--- src/rtl/float_to_int_if.sv ---
// rtl/float_to_int_if.sv - valid/ready bundle between float producer, converter and integer consumer
interface float_to_int_if #(
  parameter int OUT_W = 32
);
  logic             in_valid;
  logic             in_ready;
  logic [31:0]      in_z;
  logic [1:0]       in_flag;
  logic             out_valid;
  logic             out_ready;
  logic [OUT_W-1:0] out_int;
  logic [1:0]       out_status;

  // Upstream/downstream environment side.
  modport master (
    output in_valid, in_z, in_flag, out_ready,
    input  in_ready, out_valid, out_int, out_status
  );

  // Converter side.
  modport slave (
    input  in_valid, in_z, in_flag, out_ready,
    output in_ready, out_valid, out_int, out_status
  );
endinterface

--- src/rtl/float_to_int_converter.sv ---
// rtl/float_to_int_converter.sv - iterative IEEE-754 single to signed integer, round-to-nearest-even
module float_to_int_converter #(
  parameter int OUT_W = 32
) (
  input logic           clk,
  input logic           rst,
  float_to_int_if.slave bus
);
  localparam int MW = OUT_W + 1;
  localparam logic signed [9:0] E_TOP = 10'(OUT_W - 1);
  localparam logic signed [9:0] E_23  = 10'sd23;

  typedef enum logic [2:0] {S_IDLE, S_CLASSIFY, S_SHIFT, S_ROUND, S_DONE} state_t;

  state_t           state_q, state_d;
  logic [31:0]      z_q, z_d;
  logic [MW-1:0]    mag_q, mag_d;
  logic             guard_q, guard_d;
  logic             sticky_q, sticky_d;
  logic             left_q, left_d;
  logic [4:0]       cnt_q, cnt_d;
  logic             out_valid_q, out_valid_d;
  logic [OUT_W-1:0] out_int_q, out_int_d;
  logic [1:0]       out_status_q, out_status_d;

  // Fields of the captured operand; the adder flag is informational only,
  // so classification looks purely at these bits.
  logic              sign_w;
  logic [7:0]        exp_w;
  logic [22:0]       frac_w;
  logic signed [9:0] e_w;
  logic signed [9:0] rs_w;
  logic [OUT_W-1:0]  sat_w;
  logic              round_up_w;
  logic [MW-1:0]     rnd_w;
  logic [MW-1:0]     signed_w;

  // Operand decode, saturation value and rounding arithmetic.
  always_comb begin
    sign_w     = z_q[31];
    exp_w      = z_q[30:23];
    frac_w     = z_q[22:0];
    e_w        = $signed({2'b00, exp_w}) - 10'sd127;
    rs_w       = E_23 - e_w;
    sat_w      = sign_w ? {1'b1, {(OUT_W-1){1'b0}}} : {1'b0, {(OUT_W-1){1'b1}}};
    round_up_w = guard_q && (sticky_q || mag_q[0]);
    rnd_w      = mag_q + {{(MW-1){1'b0}}, round_up_w};
    signed_w   = sign_w ? (~rnd_w + {{(MW-1){1'b0}}, 1'b1}) : rnd_w;
  end

  // Next-state and datapath control for the accept/classify/shift/round/done sequence.
  always_comb begin
    state_d      = state_q;
    z_d          = z_q;
    mag_d        = mag_q;
    guard_d      = guard_q;
    sticky_d     = sticky_q;
    left_d       = left_q;
    cnt_d        = cnt_q;
    out_valid_d  = 1'b0;
    out_int_d    = out_int_q;
    out_status_d = out_status_q;
    case (state_q)
      S_IDLE: begin
        if (bus.in_valid) begin
          z_d      = bus.in_z;
          guard_d  = 1'b0;
          sticky_d = 1'b0;
          state_d  = S_CLASSIFY;
        end
      end
      S_CLASSIFY: begin
        mag_d = {{(MW-24){1'b0}}, 1'b1, frac_w};
        if (exp_w == 8'hFF && frac_w != 23'd0) begin
          out_int_d = '0;
          out_status_d = 2'b11;
          state_d = S_DONE;
        end else if (exp_w == 8'hFF) begin
          out_int_d = sat_w;
          out_status_d = 2'b01;
          state_d = S_DONE;
        end else if (exp_w == 8'h00) begin
          // Zero is exact; denormals are nonzero but round to zero.
          out_int_d = '0;
          out_status_d = (frac_w == 23'd0) ? 2'b00 : 2'b10;
          state_d = S_DONE;
        end else if (e_w > E_TOP) begin
          out_int_d = sat_w;
          out_status_d = 2'b01;
          state_d = S_DONE;
        end else if (e_w == E_TOP) begin
          // Only -2^(OUT_W-1) itself is representable at this exponent.
          out_int_d = sat_w;
          out_status_d = (sign_w && frac_w == 23'd0) ? 2'b00 : 2'b01;
          state_d = S_DONE;
        end else if (e_w >= E_23) begin
          left_d  = 1'b1;
          cnt_d   = 5'(e_w - E_23);
          state_d = (e_w == E_23) ? S_ROUND : S_SHIFT;
        end else begin
          // Beyond 25 right shifts everything already sits in guard/sticky.
          left_d  = 1'b0;
          cnt_d   = (rs_w > 10'sd25) ? 5'd25 : 5'(rs_w);
          state_d = S_SHIFT;
        end
      end
      S_SHIFT: begin
        if (left_q) begin
          mag_d = {mag_q[MW-2:0], 1'b0};
        end else begin
          mag_d    = {1'b0, mag_q[MW-1:1]};
          guard_d  = mag_q[0];
          sticky_d = sticky_q | guard_q;
        end
        cnt_d = cnt_q - 5'd1;
        if (cnt_q == 5'd1) state_d = S_ROUND;
      end
      S_ROUND: begin
        out_int_d    = signed_w[OUT_W-1:0];
        out_status_d = (guard_q | sticky_q) ? 2'b10 : 2'b00;
        state_d      = S_DONE;
      end
      S_DONE: begin
        // out_valid trails entry into DONE by one edge, so the handshake
        // only completes once the result has actually been presented.
        if (out_valid_q && bus.out_ready) begin
          state_d = S_IDLE;
        end else begin
          out_valid_d = 1'b1;
        end
      end
      default: state_d = S_IDLE;
    endcase
  end

  // State and datapath registers; reset aborts any operation in flight.
  always_ff @(posedge clk or posedge rst) begin
    if (rst) begin
      state_q      <= S_IDLE;
      z_q          <= '0;
      mag_q        <= '0;
      guard_q      <= 1'b0;
      sticky_q     <= 1'b0;
      left_q       <= 1'b0;
      cnt_q        <= '0;
      out_valid_q  <= 1'b0;
      out_int_q    <= '0;
      out_status_q <= 2'b00;
    end else begin
      state_q      <= state_d;
      z_q          <= z_d;
      mag_q        <= mag_d;
      guard_q      <= guard_d;
      sticky_q     <= sticky_d;
      left_q       <= left_d;
      cnt_q        <= cnt_d;
      out_valid_q  <= out_valid_d;
      out_int_q    <= out_int_d;
      out_status_q <= out_status_d;
    end
  end

  assign bus.in_ready   = (state_q == S_IDLE);
  assign bus.out_valid  = out_valid_q;
  assign bus.out_int    = out_int_q;
  assign bus.out_status = out_status_q;
endmodule

--- src/flat_wrapper.sv ---
// flat-port wrapper written by rule: the top's interface ports become plain ports
module float_to_int_converter_flat 
#(
  parameter int OUT_W = 32
)
  (clk, rst, bus_in_valid, bus_in_z, bus_in_flag, bus_out_ready, bus_in_ready, bus_out_valid, bus_out_int, bus_out_status);
  float_to_int_if #(.OUT_W(OUT_W)) bus_i ();
  input logic clk;
  input logic rst;
  input wire logic [$bits(bus_i.in_valid)-1:0] bus_in_valid;
  input wire logic [$bits(bus_i.in_z)-1:0] bus_in_z;
  input wire logic [$bits(bus_i.in_flag)-1:0] bus_in_flag;
  input wire logic [$bits(bus_i.out_ready)-1:0] bus_out_ready;
  output wire logic [$bits(bus_i.in_ready)-1:0] bus_in_ready;
  output wire logic [$bits(bus_i.out_valid)-1:0] bus_out_valid;
  output wire logic [$bits(bus_i.out_int)-1:0] bus_out_int;
  output wire logic [$bits(bus_i.out_status)-1:0] bus_out_status;
  assign bus_i.in_valid = bus_in_valid;
  assign bus_i.in_z = bus_in_z;
  assign bus_i.in_flag = bus_in_flag;
  assign bus_i.out_ready = bus_out_ready;
  assign bus_in_ready = bus_i.in_ready;
  assign bus_out_valid = bus_i.out_valid;
  assign bus_out_int = bus_i.out_int;
  assign bus_out_status = bus_i.out_status;
  float_to_int_converter #(.OUT_W(OUT_W)) u_core (.clk(clk), .rst(rst), .bus(bus_i));
endmodule
--- config.mk ---
export PLATFORM = sky130hd
export DESIGN_NAME = float_to_int_converter_flat
export DESIGN_NICKNAME = d
export VERILOG_FILES = /design/src/rtl/float_to_int_if.sv /design/src/rtl/float_to_int_converter.sv /design/src/flat_wrapper.sv
export SDC_FILE = /design/constraint.sdc
export NUM_CORES = 1
export LEC_CHECK = 0
export ABC_CLOCK_PERIOD_IN_PS = 6240
export CORE_MARGIN = 4
export CORE_UTILIZATION = 58
export CTS_CLUSTER_SIZE = 24
export DETAILED_ROUTE_END_ITERATION = 16
export GPL_ROUTABILITY_DRIVEN = 0
export PLACE_DENSITY = 0.81
export SETUP_SLACK_MARGIN = 0.5
export SYNTH_ARGS = -nofsm -noshare
export SYNTH_HDL_FRONTEND = slang
export SYNTH_SLANG_ARGS = --single-unit
--- constraint.sdc ---
create_clock -name clk -period 6.24 [get_ports clk]
set_clock_uncertainty 0.15 [all_clocks]
set_input_delay 1.872 -clock clk [delete_from_list [all_inputs] [get_ports clk]]
set_output_delay 1.872 -clock clk [all_outputs]
set_load 0.005 [all_outputs]
==> out/qor.txt, run 1 <==
Max-Cap Viols - 0
Placeable Area - 0.01262 mm²
First-pass GRT wire length - 29.63 mm
Met3 Usage GRT - 0.03077
Top-level I/O count - 74
Cell Area, Synth - 0.007450 mm²
Via Count - 6749
Ys async rst share - 1.000
Total GRT Usage - 0.2454
EDFF count, synth - 0
#FFs+latches synth - 111
WHS Endpoint - u_core.bus.out_int[21]$_DFFE_PP0P_
Synthesis-to-finish area growth - 13.03%
Final wirelength - 17.70 mm
CP arrival - 4.40 ns
Slew headroom - 0.2338
DP HPWL - 12.44 mm
Gate count of the mapped netlist - 937
Clk buf depth - 2
Placed instance area - 0.008147 mm²
Final hold vios - 0
Adder-Cell Fraction of Synth Area - 0.02015
Vias per cell - 5.957
Status - completed
Core Util, Final - 0.6673
Synth Area in Compound Gates - 0.1745
Fin nets - 1006
Pin count of the biggest net entering global routing - 57
Ys Warns - 0
Layout cell share with drive strength beyond 1 - 0.03850
GRT busiest layer - met2
Post-synthesis simple-gate area fraction - 0.2536
Postcts setup bufs - 0
Hold_buf cts - 0
Crit end category - flop
N_diodes - 0
Crit path kind - reg2reg
XOR/XNOR Fraction of Synth Area - 0.07877
Slew Viols, Final - 0
PortBufs - 71
CTS tree - yes
Hold-critical path depth - 1
Global routing usage on met2 - 0.3765
Worst Hold Class - reg2reg
FP Rows - 41
Setup TNS - 0 ns
Syn Nets - 987
Mux share of post-synthesis cell area - 0.05139
Pwr/cell area - 477.8 mW/mm²
Total global routing overflow - 0
Overall Power - 4.024 mW
Critical-path maximum fanout - 14
Worst reg2reg setup slack - 1.91 ns
Clk Latency, worst-skew pair - 0.36 ns
Die span in x - 121.3 µm
Worst-margin pin slew - 1.149 ns
DR DRC count - 0
Die ar. - 0.01472 mm²
Worst-path clk slew - 0.07 ns
Final setup fails - 0
Reg2reg path depth - 11
CP Launch Type - flop
Met1 Use GR - 0.3567
Initial antenna violation count - 0
Post-synthesis sequential area ratio - 0.3729
Htree depth - 3
Max Fclk - 231.0 MHz
Period minus WS final - 4.328 ns
Largest family of logic cells by synthesized area - simple AND/OR/NAND/NOR gates
Mean post-synth cell area - 7.951 µm²
Clock sink total - 111
Most used DFF post-synth - dfrtp_1
Initial Util - 0.5903
WL/cell - 15.62 µm
Initial drt markers - 633
Maximum VDD drop - 0.0004265 V
P_leak - 3.462 nW
Unique masters post-synth - 71
CTS Buf Count - 9
Reg-to-reg endpoint - u_core.bus.out_int[28]$_DFFE_PP0P_
RSZ-0062 raised after global routing - false
Vias in the first global route - 6106
DRT antenna net count - 0
Drt first pass iters - 5
Reg2reg start - u_core.mag_q[0]$_DFFE_PP0P_
Post-cts sizing count - 0
Min-delay src - u_core.bus.out_int[21]$_DFFE_PP0P_
Tcrit/Tclk final - 0.6936
Root buffer cell - clkbuf_16
WP data required - 6.32 ns
Post-route design area - 0.008421 mm²
Die H - 121.3 µm
state kept, by name, indices dropped and copies added (netlist names):
signal,flops
u_core.bus.out_int,32
u_core.bus.out_status,2
u_core.bus.out_valid,1
u_core.cnt_q,5
u_core.guard_q,1
u_core.left_q,1
u_core.mag_q,33
u_core.state_q,3
u_core.sticky_q,1
u_core.z_q,32
area by class of cell:
class	instances	area, µm²
multi-input combinational	736	4309
fill	1130	4199
sequential	111	2778
timing repair buffer	79	770.7
clock buffer	10	229.0
tap	172	215.2
inverter	19	73.82
clock inverter	6	45.04
where the power goes:
part	switching, mW	internal [mW]
clock	0.279	0.273
combinational	1.10	0.914
sequential	0.430	1.03
total	1.81	2.22
metal layers:
| metal | wire (µm) | part of all wire |
|---|---|---|
| met1 | 8342 | 0.47 |
| met2 | 7936 | 0.45 |
| met3 | 1062 | 0.060 |
| met4 | 356 | 0.020 |
| met5 | 0 | 0 |
cell families (layout without fill, tap and decap cells):
family                     count (synthesis)  count (layout)
buffers and inverters                     90             114
DFF                                      111             111
xor gates and xnor gates                  67              67
adders and majority gates                 12              12
muxes                                     38              38
AOI/OAI and AO/OA                        206             206
and+or+nand+nor                          413             413
critical path, cell delays in order, from the launching register on:
cell and delay [ns]:
dfrtp_1 0.44, o21a_1 0.15, ha_1 0.26, ha_1 0.55
nand2_1 0.30, or3_1 0.57, nor3_2 0.33, a211oi_1 0.19
or4_1 0.58, o41ai_2 0.42, xnor2_1 0.17, o21ai_1 0.08
layout by cell type, fill, tap and decap left out, types with 4 or more instances in the layout:
cell type and n:
nand2_1 173, dfrtp_1 111, nor2_1 100, clkdlybuf4s50_1 71
o21ai_0 62, a21oi_1 62, xnor2_1 43, mux2i_1 36
nand3_1 29, nor3_1 28, xor2_1 24, inv_1 17
nor4_1 14, nand4_1 12, and3_1 12, ha_1 12
a31oi_1 9, clkbuf_16 9, or3_1 8, o31ai_1 8
buf_4 8, nor2b_1 6, and2_1 5, a211oi_1 5
nand2b_1 5, o211ai_1 5, o41ai_1 5, and4_1 4
o21a_1 4, o311ai_0 4, a221oi_1 4
cell usage after synthesis (all sizes together), types with 13 or more instances:
cell,n,area (µm²)
mux2i,36,360.4
nand2,173,649.4
nor2,100,375.4
nand4,13,96.34
xor2,24,210.2
nor4,15,100.1
nor3,29,150.1
dfrtp,111,2778
nand3,30,155.1
clkbuf,54,202.7
o21ai,65,325.3
a21oi,62,310.3
buf,17,88.83
xnor2,43,376.6
inv,18,67.56
through the flow:
step / worst slack [ns] / hold WS, ns / cells
final: 1.912 / 0.3385 / 1133
after CTS: 1.968 / 0.3446 / 1133
after global placement: 2.063 / 0.3235 / 1117
after detailed placement: 1.975 / 0.3287 / 1117
after global routing: 1.671 / 0.3588 / 1133
after floorplan: 1.287 / 0.3134 / 937
how the worst max path moves through the flow:
stage,slack (ns),to,cells past startpoint,start
floorplan,1.29,u_core.bus.out_int[0]$_DFFE_PP0P_,1,rst
global placement,2.06,u_core.bus.out_int[28]$_DFFE_PP0P_,11,u_core.mag_q[0]$_DFFE_PP0P_
detailed placement,1.98,u_core.bus.out_int[28]$_DFFE_PP0P_,11,u_core.mag_q[0]$_DFFE_PP0P_
CTS,1.97,u_core.bus.out_int[28]$_DFFE_PP0P_,11,u_core.mag_q[0]$_DFFE_PP0P_
global route,1.67,u_core.bus.out_int[30]$_DFFE_PP0P_,11,u_core.mag_q[0]$_DFFE_PP0P_
finish,1.91,u_core.bus.out_int[28]$_DFFE_PP0P_,11,u_core.mag_q[0]$_DFFE_PP0P_
Note: power is estimated with default switching activity, not from simulation.
==> run 2: changes to the inputs <==
Settings changed: ABC_CLOCK_PERIOD_IN_PS 6240 to 3600, CORE_UTILIZATION 58 to 53, PLACE_DENSITY 0.81 to 0.78.
Clock period 6.24 ns to 3.6 ns, I/O delays scaled along.
==> out/qor.txt, run 2 (same netlist as run 1, synthesis figures left out) <==
Commonest non-fill, non-tap cell in the layout - nand2_1
Dpl cells - 1159 (+3.8%)
Die H - 126.6 µm (+4.3%)
Die ar. - 0.01602 mm² (+8.8%)
First-pass GRT wire length - 30.99 mm (+4.6%)
Vias per cell - 5.884 (-1.2%)
FP Rows - 43 (+4.9%)
Clk pwr share - 0.130 (-0.007)
Clk Latency, worst-skew pair - 0.36 ns (about the same)
RSZ-0062 raised after global routing - true
Period minus WS final - 3.088 ns (-1.241 ns)
Tcrit/Tclk final - 0.8577 (+0.1641)
CTS Buf Count - 9 (unchanged)
Pint - 4.105 mW (+85%)
Slew headroom - 0.5283 (+0.2946)
CP Launch Type - flop
Setup TNS - 0 ns (unchanged)
Crit path largest cell delay - 0.61 ns (+0.03 ns)
Crit end category - flop
Status - completed
Pin count of the biggest net entering global routing - 57 (unchanged)
Drt first pass iters - 5 (unchanged)
Clk buf depth - 2 (unchanged)
Final wirelength - 18.58 mm (+5.0%)
Max-Cap Viols - 0 (unchanged)
Slowest stage cell on the critical path - or4_4
Largest Register - u_core.mag_q
Final setup fails - 0 (unchanged)
Worst Hold Class - reg2reg
WL/cell - 15.63 µm (about the same)
DP HPWL - 13.06 mm (+5.0%)
DR DRC count - 0 (unchanged)
DRT antenna net count - 0 (unchanged)
N_diodes - 0 (unchanged)
Switching part of the total - 0.4420 (-0.007157)
Via Count - 6996 (+3.7%)
Initial drt markers - 547 (-14%)
Core Util, Final - 0.6605 (-0.006779)
Htree depth - 3 (unchanged)
P_leak - 3.788 nW (+9.4%)
Largest register FFs - 33 (unchanged)
Hold_buf cts - 0 (unchanged)
Maximum VDD drop - 0.0005739 V (+35%)
Root buffer cell - clkbuf_16
Synthesis-to-finish area growth - 22.59%
CTS tree - yes
Top-level I/O count - 74 (unchanged)
Critical-path maximum fanout - 7 (-7)
Clock sink total - 111 (unchanged)
Vias in the first global route - 6362 (+4.2%)
Placeable Area - 0.01383 mm² (+9.6%)
Slew Viols, Final - 0 (unchanged)
FILL cells - 1150 (+1.8%)
Max Fclk - 323.9 MHz (+40%)
Layout cell share with drive strength beyond 1 - 0.1219 (+0.08340)
Top Family by Delay on Critical Path - simple AND/OR/NAND/NOR gates
CP arrival - 3.17 ns (-1.23 ns)
Power share of the combinational group - 0.543 (+0.043)
Initial Util - 0.5388 (-0.05155)
Die span in x - 126.6 µm (+4.3%)
Final non-filler cell total - 1189 (+4.9%)
PortBufs - 71 (unchanged)
Total global routing overflow - 0 (unchanged)
Total GRT Usage - 0.2318 (-0.01355)
Initial antenna violation count - 0 (unchanged)
Crit-path cells - o21a_1, ha_4, ha_4, buf_6, nor2_4, a21oi_2, o32ai_4, nand3_2, or4_4, buf_6, nor3b_2, a31oi_1, o211ai_1
Final hold vios - 0 (unchanged)
Part of the power in registers - 0.327 (-0.036)
Crit path buffers/inverters - 2 (+2)
Sw power - 3.251 mW (+80%)
Worst-path clk slew - 0.07 ns (about the same)
Worst-margin pin slew - 0.6986 ns (-0.4507 ns)
Most frequent cells in the layout - 172 x nand2_1, 109 x dfrtp_1, 98 x nor2_1, 71 x clkdlybuf4s50_1
WP data required - 3.69 ns (-2.63 ns)
Pwr/cell area - 805.4 mW/mm² (+69%)
Fin nets - 1054 (+4.8%)
Crit path kind - reg2reg
[run 2: changes by cell type in the layout (fill, tap and decap cells not counted), moves of 4 or more]
cell and change:
buf_4 +41, nor3_1 -8, nor3_2 +5, buf_6 +4
[run 2: metrics by stage]
step	power (mW)	instance area, µm²	setup WS [ns]	hold slack [ns]
floorplan	4.964	7531	0.2798	0.3134
global placement	6.062	8514	0.2827	0.3226
detailed placement	6.178	8514	0.2132	0.3300
CTS	7.255	8939	0.4518	0.3467
global route	7.943	9133	0.4005	0.3747
finish	7.356	9133	0.5122	0.3405
[run 2: power groups by stage]
stage	Combinational, mW	Clock [mW]	Sequential [mW]
global placement	3.67	0	2.39
CTS	3.89	0.979	2.39
finish	3.99	0.959	2.41
floorplan	2.83	0	2.14
detailed placement	3.77	0	2.41
global route	4.42	1.01	2.51
[run 2: routing by layer]
layer,part of all wire,global-route usage,vias up,wire length [µm]
li1,-,-,3429,-
met4,0.022,0.08202,0,418
met2,0.46,0.3587,214,8466
met3,0.052,0.02905,33,971
met1,0.47,0.3366,3320,8728
met5,0,0,-,0
[run 2: worst paths after layout]
path	from	to	slack, ns	cells past startpoint
max in group asynchronous	rst	u_core.z_q[23]$_DFFE_PP0P_	1.66	3
worst max-delay path	u_core.sticky_q$_DFFE_PP0P_	u_core.bus.out_int[22]$_DFFE_PP0P_	0.51	13
worst min register to register	u_core.bus.out_valid$_DFF_PP0_	u_core.bus.out_valid$_DFF_PP0_	0.34	1
min in group asynchronous	rst	u_core.bus.out_int[14]$_DFFE_PP0P_	1.02	2
worst max register to register	u_core.sticky_q$_DFFE_PP0P_	u_core.bus.out_int[22]$_DFFE_PP0P_	0.51	13
worst min-delay path	u_core.bus.out_valid$_DFF_PP0_	u_core.bus.out_valid$_DFF_PP0_	0.34	1
[run 2: final cells by class]
cell class              count  area (µm²)  area share
clock buffers              12       246.5     0.02699
clock inverters             4       31.28    0.003425
inverters                  19       75.07    0.008220
multi-input cells         736        4591      0.5027
flip-flops and latches    111        2780      0.3044
well taps                 180       225.2     0.02466
repair buffers            127        1184      0.1296
[run 2: timing repair]
| item | 4_1_cts | 5_1_grt |
|---|---|---|
| gates resized for setup | 17 | 33 |
| endpoints found under the setup margin | 32 | 39 |
| setup buffers | 7 | 7 |
| pin swaps | 5 | 13 |
[run 2: worst register-to-register path: cells and delay by family (launching register included)]
kind | cells | cell delay (ns)
AO/OA/AOI/OAI | 5 | 0.80
buffers and inverters | 2 | 0.29
adder cells (fa/ha/maj) | 2 | 0.38
flip-flops | 1 | 0.39
AND/OR/NAND/NOR | 4 | 0.96
==> run 3: changes to the inputs <==
Settings changed: SLEW_MARGIN set to 15.
==> results of run 3 <==
The final DEF is identical to that of run 2; final timing and power are the same.
